<file path="src/rtl/i2c_target_if.sv">
// rtl/i2c_target_if.sv - I2C target bus and byte-stream signal bundle
// master: initiator/host side, slave: the i2c_target block.
interface i2c_target_if;
  logic       SCL;
  logic       SDA_IN;
  logic       SDA_OUT;
  logic [7:0] rx_data;
  logic       rx_valid;
  logic       rx_first;
  logic [7:0] tx_data;
  logic       tx_req;
  logic       addressed;
  logic       start_det;
  logic       stop_det;

  modport slave (
    input  SCL, SDA_IN, tx_data,
    output SDA_OUT, rx_data, rx_valid, rx_first, tx_req, addressed, start_det, stop_det
  );

  modport master (
    output SCL, SDA_IN, tx_data,
    input  SDA_OUT, rx_data, rx_valid, rx_first, tx_req, addressed, start_det, stop_det
  );
endinterface

</file>
<file path="src/rtl/i2c_target.sv">
// rtl/i2c_target.sv - I2C target with 7-bit address, write strobes and read byte requests
// Optional: I2C_TARGET_GENERAL_CALL_EN also accepts the general call write address 8'h00.
module i2c_target #(
  parameter logic [6:0] ADDRESS     = 7'h3C,
  parameter int         SYNC_STAGES = 2
) (
  input  logic         clk,
  input  logic         n_reset,
  i2c_target_if.slave  bus
);

  typedef enum logic [2:0] {
    S_IDLE, S_ADDR, S_ADDR_ACK, S_WRITE, S_WRITE_ACK, S_READ, S_READ_ACK, S_IGNORE
  } state_t;

  state_t                 state_q, state_d;
  logic [SYNC_STAGES-1:0] scl_sync_q, scl_sync_d;
  logic [SYNC_STAGES-1:0] sda_sync_q, sda_sync_d;
  logic                   scl_prev_q, scl_prev_d;
  logic                   sda_prev_q, sda_prev_d;
  logic [2:0]             bit_cnt_q, bit_cnt_d;
  logic [7:0]             shift_q, shift_d;
  logic [7:0]             tx_shift_q, tx_shift_d;
  logic                   rw_q, rw_d;
  logic                   phase_q, phase_d;
  logic                   first_q, first_d;
  logic                   rx_pend_q, rx_pend_d;
  logic                   rx_pend_first_q, rx_pend_first_d;
  logic                   sda_out_q, sda_out_d;
  logic [7:0]             rx_data_q, rx_data_d;
  logic                   rx_valid_q, rx_valid_d;
  logic                   rx_first_q, rx_first_d;
  logic                   tx_req_q, tx_req_d;
  logic                   addressed_q, addressed_d;
  logic                   start_det_q, start_det_d;
  logic                   stop_det_q, stop_det_d;

  logic       scl_s, sda_s;
  logic       scl_rise, scl_fall, sda_rise, sda_fall;
  logic [7:0] shift_in;
  logic       addr_match;

  assign scl_s    = scl_sync_q[SYNC_STAGES-1];
  assign sda_s    = sda_sync_q[SYNC_STAGES-1];
  assign scl_rise = scl_s & ~scl_prev_q;
  assign scl_fall = ~scl_s & scl_prev_q;
  assign sda_rise = sda_s & ~sda_prev_q;
  assign sda_fall = ~sda_s & sda_prev_q;
  assign shift_in = {shift_q[6:0], sda_s};

`ifdef I2C_TARGET_GENERAL_CALL_EN
  assign addr_match = (shift_in[7:1] == ADDRESS) || (shift_in == 8'h00);
`else
  assign addr_match = (shift_in[7:1] == ADDRESS);
`endif

  always_comb begin
    scl_sync_d      = {scl_sync_q[SYNC_STAGES-2:0], bus.SCL};
    sda_sync_d      = {sda_sync_q[SYNC_STAGES-2:0], bus.SDA_IN};
    scl_prev_d      = scl_s;
    sda_prev_d      = sda_s;
    state_d         = state_q;
    bit_cnt_d       = bit_cnt_q;
    shift_d         = shift_q;
    tx_shift_d      = tx_shift_q;
    rw_d            = rw_q;
    phase_d         = phase_q;
    first_d         = first_q;
    rx_pend_d       = 1'b0;
    rx_pend_first_d = rx_pend_first_q;
    sda_out_d       = sda_out_q;
    rx_data_d       = rx_data_q;
    rx_valid_d      = rx_pend_q;
    rx_first_d      = rx_pend_q & rx_pend_first_q;
    tx_req_d        = 1'b0;
    addressed_d     = addressed_q;
    start_det_d     = 1'b0;
    stop_det_d      = 1'b0;

    // Bus conditions override any bit-level activity seen in the same clk.
    if (sda_fall && scl_s) begin
      state_d     = S_ADDR;
      bit_cnt_d   = 3'd0;
      start_det_d = 1'b1;
      addressed_d = 1'b0;
      sda_out_d   = 1'b1;
      phase_d     = 1'b0;
    end else if (sda_rise && scl_s) begin
      state_d     = S_IDLE;
      stop_det_d  = 1'b1;
      addressed_d = 1'b0;
      sda_out_d   = 1'b1;
      phase_d     = 1'b0;
    end else begin
      case (state_q)
        S_IDLE: ;
        S_ADDR: if (scl_rise) begin
          shift_d   = shift_in;
          bit_cnt_d = bit_cnt_q + 3'd1;
          if (bit_cnt_q == 3'd7) begin
            rw_d    = shift_in[0];
            phase_d = 1'b0;
            state_d = addr_match ? S_ADDR_ACK : S_IGNORE;
          end
        end
        S_ADDR_ACK: if (scl_fall) begin
          if (!phase_q) begin
            sda_out_d   = 1'b0;
            addressed_d = 1'b1;
            tx_req_d    = rw_q;
            phase_d     = 1'b1;
          end else begin
            phase_d   = 1'b0;
            bit_cnt_d = 3'd0;
            if (rw_q) begin
              state_d   = S_READ;
              sda_out_d = tx_shift_q[7];
            end else begin
              state_d   = S_WRITE;
              sda_out_d = 1'b1;
              first_d   = 1'b1;
            end
          end
        end
        S_WRITE: if (scl_rise) begin
          shift_d   = shift_in;
          bit_cnt_d = bit_cnt_q + 3'd1;
          if (bit_cnt_q == 3'd7) begin
            rx_data_d       = shift_in;
            rx_pend_d       = 1'b1;
            rx_pend_first_d = first_q;
            first_d         = 1'b0;
            phase_d         = 1'b0;
            state_d         = S_WRITE_ACK;
          end
        end
        S_WRITE_ACK: if (scl_fall) begin
          if (!phase_q) begin
            sda_out_d = 1'b0;
            phase_d   = 1'b1;
          end else begin
            sda_out_d = 1'b1;
            phase_d   = 1'b0;
            state_d   = S_WRITE;
          end
        end
        S_READ: if (scl_fall) begin
          if (bit_cnt_q == 3'd7) begin
            sda_out_d = 1'b1;
            bit_cnt_d = 3'd0;
            phase_d   = 1'b0;
            state_d   = S_READ_ACK;
          end else begin
            tx_shift_d = {tx_shift_q[6:0], 1'b0};
            sda_out_d  = tx_shift_q[6];
            bit_cnt_d  = bit_cnt_q + 3'd1;
          end
        end
        S_READ_ACK: begin
          // phase_q marks an ACK already seen; the next byte starts on the following fall.
          if (scl_rise && !phase_q) begin
            if (!sda_s) begin
              tx_req_d = 1'b1;
              phase_d  = 1'b1;
            end else begin
              state_d = S_IGNORE;
            end
          end else if (scl_fall && phase_q) begin
            phase_d   = 1'b0;
            bit_cnt_d = 3'd0;
            sda_out_d = tx_shift_q[7];
            state_d   = S_READ;
          end
        end
        S_IGNORE: sda_out_d = 1'b1;
        default:  state_d = S_IDLE;
      endcase
    end

    if (tx_req_q) begin
      tx_shift_d = bus.tx_data;
    end
  end

  always_ff @(posedge clk) begin
    if (!n_reset) begin
      state_q         <= S_IDLE;
      scl_sync_q      <= '1;
      sda_sync_q      <= '1;
      scl_prev_q      <= 1'b1;
      sda_prev_q      <= 1'b1;
      bit_cnt_q       <= 3'd0;
      shift_q         <= 8'h00;
      tx_shift_q      <= 8'h00;
      rw_q            <= 1'b0;
      phase_q         <= 1'b0;
      first_q         <= 1'b0;
      rx_pend_q       <= 1'b0;
      rx_pend_first_q <= 1'b0;
      sda_out_q       <= 1'b1;
      rx_data_q       <= 8'h00;
      rx_valid_q      <= 1'b0;
      rx_first_q      <= 1'b0;
      tx_req_q        <= 1'b0;
      addressed_q     <= 1'b0;
      start_det_q     <= 1'b0;
      stop_det_q      <= 1'b0;
    end else begin
      state_q         <= state_d;
      scl_sync_q      <= scl_sync_d;
      sda_sync_q      <= sda_sync_d;
      scl_prev_q      <= scl_prev_d;
      sda_prev_q      <= sda_prev_d;
      bit_cnt_q       <= bit_cnt_d;
      shift_q         <= shift_d;
      tx_shift_q      <= tx_shift_d;
      rw_q            <= rw_d;
      phase_q         <= phase_d;
      first_q         <= first_d;
      rx_pend_q       <= rx_pend_d;
      rx_pend_first_q <= rx_pend_first_d;
      sda_out_q       <= sda_out_d;
      rx_data_q       <= rx_data_d;
      rx_valid_q      <= rx_valid_d;
      rx_first_q      <= rx_first_d;
      tx_req_q        <= tx_req_d;
      addressed_q     <= addressed_d;
      start_det_q     <= start_det_d;
      stop_det_q      <= stop_det_d;
    end
  end

  assign bus.SDA_OUT   = sda_out_q;
  assign bus.rx_data   = rx_data_q;
  assign bus.rx_valid  = rx_valid_q;
  assign bus.rx_first  = rx_first_q;
  assign bus.tx_req    = tx_req_q;
  assign bus.addressed = addressed_q;
  assign bus.start_det = start_det_q;
  assign bus.stop_det  = stop_det_q;

endmodule

</file>
<file path="src/flat_wrapper.sv">
// flat-port wrapper written by rule: the top's interface ports become plain ports
module i2c_target_flat 
#(
  parameter logic [6:0] ADDRESS     = 7'h3C,
  parameter int         SYNC_STAGES = 2
)
  (clk, n_reset, bus_SCL, bus_SDA_IN, bus_tx_data, bus_SDA_OUT, bus_rx_data, bus_rx_valid, bus_rx_first, bus_tx_req, bus_addressed, bus_start_det, bus_stop_det);
  i2c_target_if bus_i ();
  input  logic clk;
  input  logic n_reset;
  input wire logic [$bits(bus_i.SCL)-1:0] bus_SCL;
  input wire logic [$bits(bus_i.SDA_IN)-1:0] bus_SDA_IN;
  input wire logic [$bits(bus_i.tx_data)-1:0] bus_tx_data;
  output wire logic [$bits(bus_i.SDA_OUT)-1:0] bus_SDA_OUT;
  output wire logic [$bits(bus_i.rx_data)-1:0] bus_rx_data;
  output wire logic [$bits(bus_i.rx_valid)-1:0] bus_rx_valid;
  output wire logic [$bits(bus_i.rx_first)-1:0] bus_rx_first;
  output wire logic [$bits(bus_i.tx_req)-1:0] bus_tx_req;
  output wire logic [$bits(bus_i.addressed)-1:0] bus_addressed;
  output wire logic [$bits(bus_i.start_det)-1:0] bus_start_det;
  output wire logic [$bits(bus_i.stop_det)-1:0] bus_stop_det;
  assign bus_i.SCL = bus_SCL;
  assign bus_i.SDA_IN = bus_SDA_IN;
  assign bus_i.tx_data = bus_tx_data;
  assign bus_SDA_OUT = bus_i.SDA_OUT;
  assign bus_rx_data = bus_i.rx_data;
  assign bus_rx_valid = bus_i.rx_valid;
  assign bus_rx_first = bus_i.rx_first;
  assign bus_tx_req = bus_i.tx_req;
  assign bus_addressed = bus_i.addressed;
  assign bus_start_det = bus_i.start_det;
  assign bus_stop_det = bus_i.stop_det;
  i2c_target #(.ADDRESS(ADDRESS), .SYNC_STAGES(SYNC_STAGES)) u_core (.clk(clk), .n_reset(n_reset), .bus(bus_i));
endmodule
</file>
<file path="config.mk">
export PLATFORM = sky130hd
export DESIGN_NAME = i2c_target_flat
export DESIGN_NICKNAME = d
export VERILOG_FILES = /design/src/rtl/i2c_target_if.sv /design/src/rtl/i2c_target.sv /design/src/flat_wrapper.sv
export SDC_FILE = /design/constraint.sdc
export NUM_CORES = 1
export LEC_CHECK = 0
export ABC_CLOCK_PERIOD_IN_PS = 2100
export BUFFER_PORTS_ARGS = -buffer_cell sky130_fd_sc_hd__buf_2
export CAP_MARGIN = 20
export CORE_MARGIN = 1
export CORE_UTILIZATION = 51
export DETAILED_ROUTE_END_ITERATION = 6
export GPL_TIMING_DRIVEN = 0
export MAX_ROUTING_LAYER = met4
export PLACE_DENSITY = 0.85
export SETUP_SLACK_MARGIN = 0.02
export SLEW_MARGIN = 20
export SYNTH_ARGS = -nofsm -noshare
export SYNTH_HDL_FRONTEND = slang
export SYNTH_SLANG_ARGS = --single-unit
export TNS_END_PERCENT = 10
</file>
<file path="constraint.sdc">
create_clock -name clk -period 2.1 [get_ports clk]
set_clock_uncertainty 0.1 [all_clocks]
set_input_delay 0.105 -clock clk [delete_from_list [all_inputs] [get_ports clk]]
set_output_delay 0.105 -clock clk [all_outputs]
set_load 0.03 [all_outputs]
</file>
==> Word-level counts from Yosys, hierarchy flattened <==
Cells that the tools add are included.
{ "op_classes": {"addsub": 1, "eq_ne": 42, "mux": 65, "bitwise": 15, "reduce_logical": 29} }
{ "ops": {"columns": ["operator", "n"], "rows": [
  ["$mux 3", 22],
  ["$mux 8", 6],
  ["$ne 4x1->1 const B", 10],
  ["$ne 2x1->1 const B", 16],
  ["$mux 1", 31],
  ["$reduce_and 13->1", 2],
  ["$pmux 3 s6", 1],
  ["$reduce_and 8->1", 2],
  ["$eq 3x3->1 const B", 5],
  ["$reduce_and 5->1", 3],
  ["$pmux 3 s4", 1],
  ["$reduce_and 6->1", 2],
  ["$not 1->1", 10],
  ["$reduce_bool 4->1", 2],
  ["$reduce_bool 8->1", 1],
  ["$eq 7x6->1 const B", 1],
  ["$eq 3x2->1 const B", 2],
  ["$reduce_bool 2->1", 3],
  ["$reduce_bool 6->1", 1],
  ["$reduce_or 2->1", 3],
  ["$and 1x1->1", 5],
  ["$ne 5x1->1 const B", 1],
  ["$ne 5x2->1 const B", 1],
  ["$pmux 1 s5", 1],
  ["other kinds (15)", 20]
]} }
{ "totals": {"ff_bits": 47, "input_bits": 12, "output_inout_bits": 15, "wordCells": 174} }

==> Longest topological paths before layout <==
{ "logic_depth": {"word_depth": 8, "mapped_depth": 7} }

==> Least setup slack after synthesis <==
OpenSTA, ideal clock, no wires.
{ "synth_timing": {"kind": "flip-flop to flip-flop", "start": "register u_core.bit_cnt_q[0]", "end": "register u_core.tx_shift_q[1]", "arrival_ns": 1.813, "t_required_ns": 1.872, "setup_slack_ns": 0.060, "stages_incl_launch_ff": 8, "n_path_buf": 1, "cell_sequence": "dfxtp_1 -> ha_1 -> ha_1 -> or4b_1 -> buf_6 -> mux2_4 -> mux2i_1 -> nor2_1"} }
{ "synth_between": {"elab_chain_cells": 3} }
{ "synth_rtl": {"columns": ["item", "line_no", "rtl"], "rows": [
  ["from (decl)", "i2c_target.sv:21", "logic [2:0] bit_cnt_q, bit_cnt_d;"],
  ["from (signal assigned)", "i2c_target.sv:214", "bit_cnt_q <= bit_cnt_d;"],
  ["$eq 3x3->1", "i2c_target.sv:148", "if (bit_cnt_q == 3'd7) begin"],
  ["$ne 2x1->1 (no source line)", null, null],
  ["$reduce_and 5->1 (no source line)", null, null],
  ["to (signal assigned)", "i2c_target.sv:216", "tx_shift_q <= tx_shift_d;"],
  ["to (decl)", "i2c_target.sv:23", "logic [7:0] tx_shift_q, tx_shift_d;"]
]} }
Every way passes these cells.
A chain may end at the register's enable or synchronous reset.

==> Worst setup path after layout <==
Same ends and word-level chain as after synthesis.

==> impl_metrics.sql <==
INSERT INTO impl_metrics (metric_group, metric, value, unit) VALUES
('run_status', 'outcome', 'finished, violations left', ''),
('run_status', 'violations', 'setup timing', ''),
('timing', 'unrepaired_setup_endpoints_after_global_routing', 'true', ''),
('hold_path', 'holdCritPathClass', 'primary input to flip-flop', ''),
('flow_run', 'cap_violations', '0', ''),
('timing', 'min_period_over_period', '1.002', ''),
('routing', 'number_of_design_rule_violations_left_after_detail_routing', '0', ''),
('timing', 'worst_slew_pin_slew', '0.6195', 'ns'),
('grt', 'grt_start_max_net_pins', '16', ''),
('timing', 'final_worst_path_period_need', '2.104', 'ns'),
('grt', 'initial_antenna_violation_count', '0', ''),
('worst_setup_path', 'critical_path_class', 'flip-flop to flip-flop', ''),
('synthesis', 'synthCells', '242', ''),
('worst_setup_path', 'worst_setup_path_startpoint', 'u_core.bit_cnt_q[0]', ''),
('place', 'buffer_ports.inserted', '26', ''),
('timing', 'max-slew-margin-rel', '0.5870', ''),
('synthesis', 'synthDistinctLibCells', '47', ''),
('synthesis', 'synth_area_leaders', 'sky130_fd_sc_hd__dfxtp_1 43%, sky130_fd_sc_hd__mux2i_1 12%, sky130_fd_sc_hd__nor2_1 6.3%', ''),
('synthesis', 'postSynthRegisterBits', '47', ''),
('cts', 'cts_num_sinks', '47', ''),
('synthesis', 'synth_top_area_share', '0.4273', ''),
('place', 'placement_stage_worst_setup_slack', '-0.1341', 'ns'),
('power', 'internal_power', '0.001291', 'W'),
('timing', 'number_of_max_slew_violations_in_the_final_report', '0', ''),
('routing', 'detail_routed_net_length_per_standard_cell', '15.01', 'microns'),
('power', 'power.sequential.fraction', '0.514', ''),
('synthesis', 'syn_area', '2202', 'sq um'),
('cells_and_area', 'finish.net_count', '302', ''),
('power', 'comb_power_share', '0.188', ''),
('synthesis', 'avgSynthCellArea', '9.100', 'sq um'),
('timing', 'fmax', '0.4752', 'GHz'),
('power', 'power_switching', '0.0005169', 'W'),
('floorplanning', 'fp.dieArea', '4585', 'sq um'),
('worst_setup_path', 'regToRegSetupSlack', '-0.004', 'ns'),
('synthesis', 'yosysWarnings', '0', ''),
('cts', 'clk_transition_reported_paths', '0.09', 'ns'),
('cts', 'cts_tree', 'done', ''),
('cts', 'tritoncts.num_buffers', '5', ''),
('power', 'power_share_of_the_clock_group', '0.299', ''),
('cells_and_area', 'synthToLayoutAreaGrowth', '22.73', '%'),
('floorplanning', 'placeableCoreArea', '4086', 'sq um'),
('worst_setup_path', 'crit_path_start_kind', 'flip-flop', ''),
('grt', 'globalRoute.totalOverflow', '0', ''),
('cts', 'worstSkewPairLatency', '0.30', 'ns'),
('worst_setup_path', 'worstReg2RegEnd', 'u_core.tx_shift_q[1]', ''),
('floorplanning', 'dieWidth', '67.71', 'microns'),
('cells_and_area', 'mostFrequentLayoutCell', 'sky130_fd_sc_hd__dfxtp_1', ''),
('routing', 'first_pass_iters', '4', ''),
('floorplanning', 'ioPinCount', '27', ''),
('power', 'vdd.ir_drop.worst', '0.4843', 'mV'),
('routing', 'detailroute.via_count', '1870', ''),
('routing', 'drt_iter0_markers', '102', ''),
('cells_and_area', 'post_route_cell_area', '2703', 'sq um'),
('worst_setup_path', 'cp_data_arrival_time', '2.18', 'ns'),
('floorplanning', 'die_height', '67.71', 'microns'),
('power', 'leakage', '1.140', 'nW'),
('routing', 'detail_routed_via_count_per_cell', '5.516', ''),
('worst_setup_path', 'r2r_depth', '7', ''),
('synthesis', 'synthDominantAreaCellType', 'sky130_fd_sc_hd__dfxtp_1', ''),
('synthesis', 'asyncSetResetFlopFracSynth', '0', ''),
('grt', 'global_route.usage.total', '0.2508', ''),
('timing', 'timing.final.setup_violations', '1', ''),
('timing', 'setup_tns', '-0.004424', 'ns'),
('power', 'cell_pwr_density', '668.8', 'nW/um^2'),
('synthesis', 'mappedNetlistNets', '256', ''),
('floorplanning', 'start_util', '0.5389', ''),
('cts', 'clock_tree.buffer_depth', '2', ''),
('synthesis', 'post_synth_edffs', '0', ''),
('timing', 'post-route-worst-setup-slack', '-0.004424', 'ns'),
('worst_setup_path', 'setup.worst_path.end', 'u_core.tx_shift_q[1]', ''),
('worst_setup_path', 'critPathCaptureType', 'flip-flop', '');
## critical path, cell delays in order (launching register included)
cell and delay [ns]:
sky130_fd_sc_hd__dfxtp_2 0.34, sky130_fd_sc_hd__ha_4 0.16, sky130_fd_sc_hd__ha_4 0.17, sky130_fd_sc_hd__or4b_4 0.50, sky130_fd_sc_hd__buf_8 0.16, sky130_fd_sc_hd__mux2_4 0.31, sky130_fd_sc_hd__mux2i_2 0.17, sky130_fd_sc_hd__nor2_1 0.06
## synthesized netlist by cell type (all sizes together), types with 2 or more instances
library cell	instances
nand2	16
a211oi	5
a21oi	8
o21ai	12
mux2i	26
dfxtp	47
nor2b	3
ha	2
nand2b	11
nor3	6
or4b	2
nor2	37
or3	3
clkbuf	8
nor4	2
inv	5
and2	2
mux2	7
a31oi	2
buf	8
nand3b	5
nand4	2
o2bb2ai	2
nor3b	2
## routing by layer
metal	GRT usage	vias to the layer above	part of all wire
met4	0.06915	0	0.0037
li1	-	932	-
met3	0.07095	2	0.059
met1	0.3254	879	0.46
met2	0.3775	57	0.48
met5	-	-	0
## cells by family (layout without fill, tap and decap cells)
logic type	count (synthesis)	count (layout)	share of synthesized area
buffers and inverters	22	69	0.04375
DFF	47	47	0.4273
muxes	33	33	0.1659
and+or+nand+nor	97	97	0.2239
xor gates and xnor gates	2	2	0.007956
AOI/OAI and AO/OA	39	39	0.1199
adders and majority gates	2	2	0.01136
## power groups by stage
stage               Sequential (W)  Combinational (W)  Clock, W
detailed placement        0.000947           0.000281         0
global route              0.000933           0.000379  0.000587
floorplan                 0.000948           0.000210         0
finish                    0.000929           0.000339  0.000540
global placement          0.000946           0.000279         0
CTS                       0.000926           0.000305  0.000544
## how the worst min path moves through the flow
stage | from | cells after the start | to | slack (ns)
after floorplan | n_reset | 1 | u_core.scl_sync_q[1] | 0.08
after global placement | bus_SCL | 2 | u_core.scl_sync_q[0] | 0.19
after detailed placement | bus_SDA_IN | 2 | u_core.sda_sync_q[0] | 0.19
after CTS | bus_tx_data[2] | 3 | u_core.tx_shift_q[2] | 0.009
after global routing | bus_tx_data[2] | 3 | u_core.tx_shift_q[2] | 0.01
final | bus_tx_data[2] | 3 | u_core.tx_shift_q[2] | 0.01
## stage by stage
stage | cells | total power, W | hold slack [ns] | util
2_1_floorplan | 242 | 0.001158 | 0.07804 | -
3_3_place_gp | 318 | 0.001226 | 0.1852 | 0.5860
3_5_place_dp | 318 | 0.001228 | 0.1880 | 0.5860
4_1_cts | 339 | 0.001775 | 0.008622 | 0.6457
5_1_grt | 339 | 0.001898 | 0.009601 | 0.6614
6_report | 339 | 0.001808 | 0.01407 | 0.6614
## what timing repair did
| action | CTS | global route |
|---|---|---|
| endpoints found under the hold margin | 11 | 0 |
| hold buffers | 12 | 0 |
| gates resized for setup | 7 | 21 |
| pin swaps | 1 | 2 |
| buffers inserted | 1 | 0 |
| endpoints found under the setup margin | 10 | 24 |
## registers in the layout, indices dropped and copies added, names as in the netlist
name and flops:
u_core.bus.addressed 1, u_core.bus.rx_first 1, u_core.state_q 3, u_core.rw_q 1, u_core.bus.SDA_OUT 1, u_core.bus.tx_req 1, u_core.bus.rx_valid 1, u_core.rx_pend_q 1
u_core.bus.rx_data 8, u_core.phase_q 1, u_core.bus.start_det 1, u_core.shift_q 7, u_core.tx_shift_q 8, u_core.scl_sync_q 2, u_core.bit_cnt_q 3, u_core.bus.stop_det 1
u_core.sda_sync_q 2, u_core.scl_prev_q 1, u_core.sda_prev_q 1, u_core.rx_pend_first_q 1, u_core.first_q 1
## area by class of cell
type / count / area [sq um] / share of cell area
multi-input combinational: 173 / 1236 / 0.4574
tap: 50 / 62.56 / 0.02315
inverter: 6 / 22.52 / 0.008333
timing repair buffer: 39 / 257.7 / 0.09537
clock buffer: 5 / 68.82 / 0.02546
buffer: 16 / 91.34 / 0.03380
clock inverter: 3 / 18.77 / 0.006944
sequential: 47 / 944.7 / 0.3495
No activity file was read; power rests on OpenSTA's default activity.
